==> config.mk <==
export PLATFORM = sky130hd
export DESIGN_NAME = uart_rx_fifo
export DESIGN_NICKNAME = d
export VERILOG_FILES = /design/src/rtl/uart_rx_fifo.sv
export SDC_FILE = /design/constraint.sdc
export NUM_CORES = 1
export LEC_CHECK = 0
export BUFFER_PORTS_ARGS = -buffer_cell sky130_fd_sc_hd__buf_2
export CORE_ASPECT_RATIO = 1.25
export CORE_UTILIZATION = 65
export DETAILED_ROUTE_END_ITERATION = 6
export PLACE_DENSITY_LB_ADDON = 0.3
export SETUP_SLACK_MARGIN = 0.4
export SLEW_MARGIN = 30
export SYNTH_ARGS = -nofsm -noshare
export SYNTH_HDL_FRONTEND = slang
export SYNTH_SLANG_ARGS = --single-unit
==> constraint.sdc <==
create_clock -name i_clk -period 4.5 [get_ports i_clk]
set_input_delay 0.9 -clock i_clk [delete_from_list [all_inputs] [get_ports i_clk]]
set_output_delay 0.9 -clock i_clk [all_outputs]
set_load 0.02 [all_outputs]
==> src/rtl/uart_rx_fifo.sv <==
// uart_rx_fifo: oversampling UART receiver with a show-ahead word FIFO.
//
// The line is resynchronised, start/stop bits are validated at mid-bit, and
// each good word is pushed into a DEPTH-entry FIFO that the consumer drains
// at its own pace.
//
// Optional feature macro: UART_RX_PARITY_EN. When it is defined, a parity bit
// follows the data bits and the i_parity_odd input is present. When it is not
// defined, there is no parity bit and o_parity_err is always 0.
//
// Ports:
//   i_clk         system clock
//   i_reset       synchronous, active-high reset
//   i_baud_tick   one-clk enable, OVERSAMPLE pulses per bit period
//   i_rx_in       asynchronous serial line, idle high
//   i_parity_odd  1 = odd parity, 0 = even (UART_RX_PARITY_EN only)
//   i_rd_en       pop the head word; ignored while the FIFO is empty
//   o_rx_data     FIFO head word, 0 while the FIFO is empty
//   o_rx_valid    FIFO not empty
//   o_rx_count    FIFO occupancy, 0..DEPTH
//   o_frame_err   1-clk pulse: a stop bit was sampled low
//   o_overflow    1-clk pulse: a completed word was dropped (FIFO full)
//   o_parity_err  1-clk pulse: parity mismatch
module uart_rx_fifo #(
  parameter int unsigned DATA_BITS  = 8,
  parameter int unsigned OVERSAMPLE = 16,
  parameter int unsigned DEPTH      = 8,
  parameter int unsigned STOP_BITS  = 1
) (
  input  logic                   i_clk,
  input  logic                   i_reset,
  input  logic                   i_baud_tick,
  input  logic                   i_rx_in,
`ifdef UART_RX_PARITY_EN
  input  logic                   i_parity_odd,
`endif
  input  logic                   i_rd_en,
  output logic [DATA_BITS-1:0]   o_rx_data,
  output logic                   o_rx_valid,
  output logic [$clog2(DEPTH):0] o_rx_count,
  output logic                   o_frame_err,
  output logic                   o_overflow,
  output logic                   o_parity_err
);

  localparam int unsigned TW = $clog2(OVERSAMPLE);
  localparam int unsigned AW = $clog2(DEPTH);
  localparam logic [TW-1:0] TICK_MID  = TW'(OVERSAMPLE / 2 - 1);
  localparam logic [TW-1:0] TICK_LAST = TW'(OVERSAMPLE - 1);
  localparam logic [3:0]    DATA_LAST = 4'(DATA_BITS - 1);
  localparam logic [3:0]    STOP_LAST = 4'(STOP_BITS - 1);
  localparam logic [AW:0]   FULL      = (AW + 1)'(DEPTH);

  typedef enum logic [2:0] {
    StIdle,
    StStart,
    StData,
`ifdef UART_RX_PARITY_EN
    StParity,
`endif
    StStop,
    StBreak
  } state_t;

  // Receiver registers
  logic [1:0]           r_sync;
  logic                 r_prev;      // line level at the previous baud tick
  state_t               r_state;
  logic [TW-1:0]        r_tick;
  logic [3:0]           r_bit;
  logic [DATA_BITS-1:0] r_shift;
  logic                 r_stop_bad;
  logic                 r_par_bad;
  logic                 r_commit;
  logic                 r_frame_err;
  logic                 r_parity_err;
`ifdef UART_RX_PARITY_EN
  logic                 r_par_odd;
`endif

  // FIFO registers
  logic [DATA_BITS-1:0] r_mem [DEPTH];
  logic [AW-1:0]        r_wr_ptr;
  logic [AW-1:0]        r_rd_ptr;
  logic [AW:0]          r_count;
  logic                 r_overflow;

  // Next-state wires
  logic                 w_rx;
  logic                 w_mid;
  logic [TW-1:0]        w_tick_inc;
  state_t               w_state_nxt;
  logic [TW-1:0]        w_tick_nxt;
  logic [3:0]           w_bit_nxt;
  logic [DATA_BITS-1:0] w_shift_nxt;
  logic                 w_prev_nxt;
  logic                 w_stop_bad_nxt;
  logic                 w_par_bad_nxt;
  logic                 w_commit_nxt;
  logic                 w_frame_err_nxt;
  logic                 w_parity_err_nxt;
  logic                 w_full;
  logic                 w_pop;
  logic                 w_push;

  assign w_rx       = r_sync[1];
  assign w_mid      = (r_tick == TICK_MID);
  // The tick counter free-runs from the start edge, so every later mid-bit
  // point lands exactly one bit period after the previous one.
  assign w_tick_inc = (r_tick == TICK_LAST) ? '0 : r_tick + 1'b1;

  always_comb begin
    w_state_nxt      = r_state;
    w_tick_nxt       = r_tick;
    w_bit_nxt        = r_bit;
    w_shift_nxt      = r_shift;
    w_prev_nxt       = r_prev;
    w_stop_bad_nxt   = r_stop_bad;
    w_par_bad_nxt    = r_par_bad;
    w_commit_nxt     = 1'b0;
    w_frame_err_nxt  = 1'b0;
    w_parity_err_nxt = 1'b0;
    if (i_baud_tick) begin
      w_prev_nxt = w_rx;
      w_tick_nxt = w_tick_inc;
      unique case (r_state)
        StIdle: begin
          if (r_prev && !w_rx) begin
            w_state_nxt    = StStart;
            w_tick_nxt     = '0;
            w_bit_nxt      = '0;
            w_stop_bad_nxt = 1'b0;
            w_par_bad_nxt  = 1'b0;
          end
        end
        StStart: begin
          if (w_mid) w_state_nxt = w_rx ? StIdle : StData;
        end
        StData: begin
          if (w_mid) begin
            w_shift_nxt = {w_rx, r_shift[DATA_BITS-1:1]};
            if (r_bit == DATA_LAST) begin
              w_bit_nxt   = '0;
`ifdef UART_RX_PARITY_EN
              w_state_nxt = StParity;
`else
              w_state_nxt = StStop;
`endif
            end else begin
              w_bit_nxt = r_bit + 4'd1;
            end
          end
        end
`ifdef UART_RX_PARITY_EN
        StParity: begin
          if (w_mid) begin
            w_par_bad_nxt = w_rx != ((^r_shift) ^ r_par_odd);
            w_state_nxt   = StStop;
          end
        end
`endif
        StStop: begin
          if (w_mid) begin
            if (r_bit == STOP_LAST) begin
              w_bit_nxt = '0;
              // Frame error outranks parity error; either one drops the word.
              if (r_stop_bad || !w_rx) begin
                w_frame_err_nxt = 1'b1;
                w_state_nxt     = StBreak;
              end else if (r_par_bad) begin
                w_parity_err_nxt = 1'b1;
                w_state_nxt      = StIdle;
              end else begin
                w_commit_nxt = 1'b1;
                w_state_nxt  = StIdle;
              end
            end else begin
              w_stop_bad_nxt = r_stop_bad | !w_rx;
              w_bit_nxt      = r_bit + 4'd1;
            end
          end
        end
        StBreak: begin
          if (w_rx) w_state_nxt = StIdle;
        end
        default: w_state_nxt = StIdle;
      endcase
    end
  end

  always_ff @(posedge i_clk) begin
    if (i_reset) begin
      r_sync       <= 2'b11;
      r_prev       <= 1'b1;
      r_state      <= StIdle;
      r_tick       <= '0;
      r_bit        <= '0;
      r_shift      <= '0;
      r_stop_bad   <= 1'b0;
      r_par_bad    <= 1'b0;
      r_commit     <= 1'b0;
      r_frame_err  <= 1'b0;
      r_parity_err <= 1'b0;
    end else begin
      r_sync       <= {r_sync[0], i_rx_in};
      r_prev       <= w_prev_nxt;
      r_state      <= w_state_nxt;
      r_tick       <= w_tick_nxt;
      r_bit        <= w_bit_nxt;
      r_shift      <= w_shift_nxt;
      r_stop_bad   <= w_stop_bad_nxt;
      r_par_bad    <= w_par_bad_nxt;
      r_commit     <= w_commit_nxt;
      r_frame_err  <= w_frame_err_nxt;
      r_parity_err <= w_parity_err_nxt;
    end
  end

`ifdef UART_RX_PARITY_EN
  // Parity sense is latched at the start edge so it is stable for the frame.
  always_ff @(posedge i_clk) begin
    if (i_reset) begin
      r_par_odd <= 1'b0;
    end else if (i_baud_tick && r_state == StIdle && r_prev && !w_rx) begin
      r_par_odd <= i_parity_odd;
    end
  end
`endif

  // FIFO. r_shift is untouched until the next frame's data bits, so it still
  // holds the committed word on the cycle after r_commit.
  assign w_full = (r_count == FULL);
  assign w_pop  = i_rd_en && (r_count != '0);
  assign w_push = r_commit && (!w_full || w_pop);

  always_ff @(posedge i_clk) begin
    if (!i_reset && w_push) r_mem[r_wr_ptr] <= r_shift;
  end

  always_ff @(posedge i_clk) begin
    if (i_reset) begin
      r_wr_ptr   <= '0;
      r_rd_ptr   <= '0;
      r_count    <= '0;
      r_overflow <= 1'b0;
    end else begin
      if (w_push) r_wr_ptr <= r_wr_ptr + 1'b1;
      if (w_pop)  r_rd_ptr <= r_rd_ptr + 1'b1;
      if (w_push && !w_pop)      r_count <= r_count + 1'b1;
      else if (!w_push && w_pop) r_count <= r_count - 1'b1;
      r_overflow <= r_commit && w_full && !w_pop;
    end
  end

  assign o_rx_valid   = (r_count != '0);
  assign o_rx_count   = r_count;
  assign o_rx_data    = o_rx_valid ? r_mem[r_rd_ptr] : '0;
  assign o_frame_err  = r_frame_err;
  assign o_overflow   = r_overflow;
  assign o_parity_err = r_parity_err;

endmodule
==> flow_summary.json <==
{
  "timing.clock.skew_ns": 0.0103,
  "die_h_um": 93.0,
  "tightest_slew_ns": 0.936,
  "htree_levels": 3,
  "dp_hpwl_mm": 4.92,
  "cp.required_ns": 4.75,
  "wl_per_cell_um": 18.0,
  "rows": 32,
  "rsz0062_at_grt": "no",
  "final_hold_viol_count": 0,
  "antenna_left": 0,
  "dpl_cell_area_um2": 4460,
  "start_util": 0.686,
  "end_kind": "flip-flop",
  "synth.net_count": 321,
  "drc_errors": 0,
  "drive_gt1_frac": 0.200,
  "setup_viol": 0,
  "synth_edf_count": 64,
  "yosysWarningCount": 0,
  "grt_pass1_wl_mm": 12.1,
  "cts_resized": 0,
  "grt_pass1_vias": 2494,
  "cp.arrival_ns": 3.31,
  "synth.distinct_cells": 54,
  "clockBufferDepth": 2,
  "coreArea_um2": 6290,
  "critPathKind": "reg2reg",
  "n_antenna_cell": 0,
  "cts.sinks": 103,
  "grt_use_total": 0.248,
  "power.density_nw_per_um2": 421,
  "postCtsSetupRepairBufs": 0,
  "vias_per_cell": 5.99,
  "hold_path_depth": 1,
  "synth_area_leaders": "edfxtp_1 (45%), dfxtp_1 (18%), mux4_2 (8.4%), mux2i_1 (5.1%), nor2_1 (3.8%)",
  "cts_buffers": 9,
  "holdPathEnd": "r_sync[1]$_SDFF_PP1_",
  "synth.top_cell.area_share": 0.446,
  "drt_iter0_markers": 242,
  "num_vias": 2486,
  "relSlewSlack": 0.374,
  "ff2ff_setup_slack_ns": 1.45,
  "final.min_clock_period_ns": 3.05,
  "synth_ff_type": "edfxtp_1",
  "p_leak_nw": 1.72,
  "io_pins": 21,
  "ir_drop_v": 0.000384,
  "cp_max_fo": 9,
  "path_clk_slew_ns": 0.10,
  "grt_max_degree": 33,
  "power.total_mw": 1.97,
  "drv_cap": 0,
  "antenna_found_initial": 0,
  "run_status": "completed",
  "die-area_um2": 6960,
  "clk_latency_ns": 0.36,
  "drt_pass1_iterations": 4,
  "nets": 339,
  "worstSetupStartpointType": "flip-flop",
  "port_buffers": 19,
  "ys_seq_elements": 103,
  "finalInstanceArea_um2": 4670,
  "synthArstFlopShare": 0,
  "min_from": "r_sync[0]$_SDFF_PP1_",
  "fin_crit_sh": 0.678,
  "ff2ff_path_depth": 11,
  "finalSetupTns_ns": 0,
  "finalWirelength_mm": 7.47,
  "die-width_um": 74.8,
  "fmax_mhz": 328,
  "gp_congestion": 0.869,
  "grt-ovfl-total": 0,
  "worstReg2RegStart": "o_rx_count[0]$_SDFFE_PP0P_",
  "seq_area_frac_synth": 0.627,
  "hold_class": "reg2reg",
  "holdBufCountCts": 0,
  "syn_area_um2": 4310,
  "yosysTopAreaCell": "edfxtp_1",
  "cts_root_buffer": "clkbuf_8",
  "drv_slew": 0,
  "cts_tree": "built",
  "synthCells": 307,
  "synth_area_per_cell_um2": 14.0,
  "reg2reg_to": "o_rx_count[3]$_SDFFE_PP0P_",
  "area_growth_pct": 8.33
}
-- where the power goes --
group          switching [mW]  internal (mW)
clock network           0.321          0.259
logic                   0.197          0.134
registers              0.0381           1.02
total                   0.557           1.41
-- registers in the layout, indices dropped and copies added, names as in the netlist, named ones only --
name	count
o_overflow	1
r_bit	4
r_wr_ptr	3
r_commit	1
r_tick	4
o_rx_count	4
r_mem	64
r_rd_ptr	3
o_frame_err	1
r_state	3
r_stop_bad	1
r_sync	2
r_shift	8
r_prev	1
-- layout by cell type, fill, tap and decap left out, drive strengths merged, types with 2 or more instances in the layout --
master | Yosys | layout
a21oi | 9 | 9
and3b | 2 | 2
buf | 10 | 22
clkbuf | 5 | 11
dfxtp | 39 | 39
edfxtp | 64 | 64
ha | 8 | 8
inv | 10 | 14
mux2i | 22 | 22
mux4 | 16 | 16
nand2 | 6 | 6
nand2b | 5 | 5
nand3 | 6 | 6
nand4 | 3 | 3
nand4b | 2 | 2
nor2 | 45 | 45
nor2b | 2 | 2
nor3 | 6 | 6
nor4b | 3 | 3
o2111ai | 3 | 3
o21ai | 7 | 7
o311ai | 2 | 2
or2 | 2 | 2
or3 | 2 | 2
or4b | 2 | 2
xor2 | 7 | 7
-- per-layer routing --
layer / wire (µm) / track usage / vias up / share of wire
met1: 2930 / 0.304 / 1199 / 0.39
li1: - / - / 1186 / -
met4: 214 / 0.137 / 0 / 0.029
met3: 412 / 0.0550 / 17 / 0.055
met2: 3920 / 0.401 / 84 / 0.52
met5: 0 / 0 / - / 0
-- through the flow --
stage / util / cells / setup slack [ns] / hold WS, ns
after global placement: 0.709 / 399 / 1.23 / 0.402
after floorplan: - / 307 / 1.47 / 0.389
after detailed placement: 0.709 / 399 / 1.11 / 0.398
final: 0.743 / 415 / 1.45 / 0.422
after global routing: 0.743 / 415 / 1.28 / 0.455
after CTS: 0.742 / 415 / 1.43 / 0.425
-- worst max-delay path by stage --
stage	startpoint	to	slack (ns)	cells after the start
global route	o_rx_count[0]$_SDFFE_PP0P_	o_rx_count[3]$_SDFFE_PP0P_	1.28	11
CTS	o_rx_count[0]$_SDFFE_PP0P_	o_rx_count[3]$_SDFFE_PP0P_	1.43	11
detailed placement	i_rd_en	o_rx_count[3]$_SDFFE_PP0P_	1.11	11
finish	o_rx_count[0]$_SDFFE_PP0P_	o_rx_count[3]$_SDFFE_PP0P_	1.45	11
global placement	i_rd_en	o_rx_count[3]$_SDFFE_PP0P_	1.23	11
floorplan	i_rd_en	o_rx_count[3]$_SDFFE_PP0P_	1.47	10
-- cell usage after synthesis, types with 2 or more instances --
library cell / count
mux2i_1: 22
nand2_1: 6
mux4_2: 16
nand3_1: 6
nor2_1: 44
inv_1: 10
nand4b_1: 2
buf_2: 5
clkbuf_1: 5
nor2b_1: 2
nor3_1: 5
dfxtp_1: 39
a21oi_1: 8
o21ai_0: 6
o2111ai_1: 3
xor2_1: 7
or3_1: 2
nor4b_1: 3
buf_1: 3
nand4_1: 3
nand2b_1: 5
and3b_1: 2
edfxtp_1: 64
ha_1: 8
or2_2: 2
-- cell type report --
class | count | area [µm²]
Multi-Input combinational cell | 179 | 1500
Inverter | 10 | 37.5
Timing Repair Buffer | 22 | 118
Clock buffer | 11 | 163
Sequential cell | 103 | 2700
Tap cell | 85 | 106
Clock inverter | 5 | 43.8
Fill cell | 411 | 1620
-- critical path: stages, from the launching register on --
cell     delay, ns
dfxtp_1       0.38
or3_1         0.47
nor2_4        0.28
inv_1         0.13
nand2_1       0.17
ha_1          0.20
inv_1         0.10
ha_1          0.28
a21o_1        0.17
a21oi_1       0.17
mux2i_1       0.23
mux2_2        0.35
-- logic make-up (layout without fill, tap and decap cells) --
family	Yosys count	after routing	synth area share
flip-flops	103	103	0.627
other	1	1	0.000870
AND/OR/NAND/NOR	90	90	0.111
AO/OA/AOI/OAI	32	32	0.0534
multiplexers	39	39	0.137
XOR/XNOR	8	8	0.0163
adder cells (fa/ha/maj)	9	9	0.0279
buffers and inverters	25	48	0.0258
(Power assumes the default switching activity.)
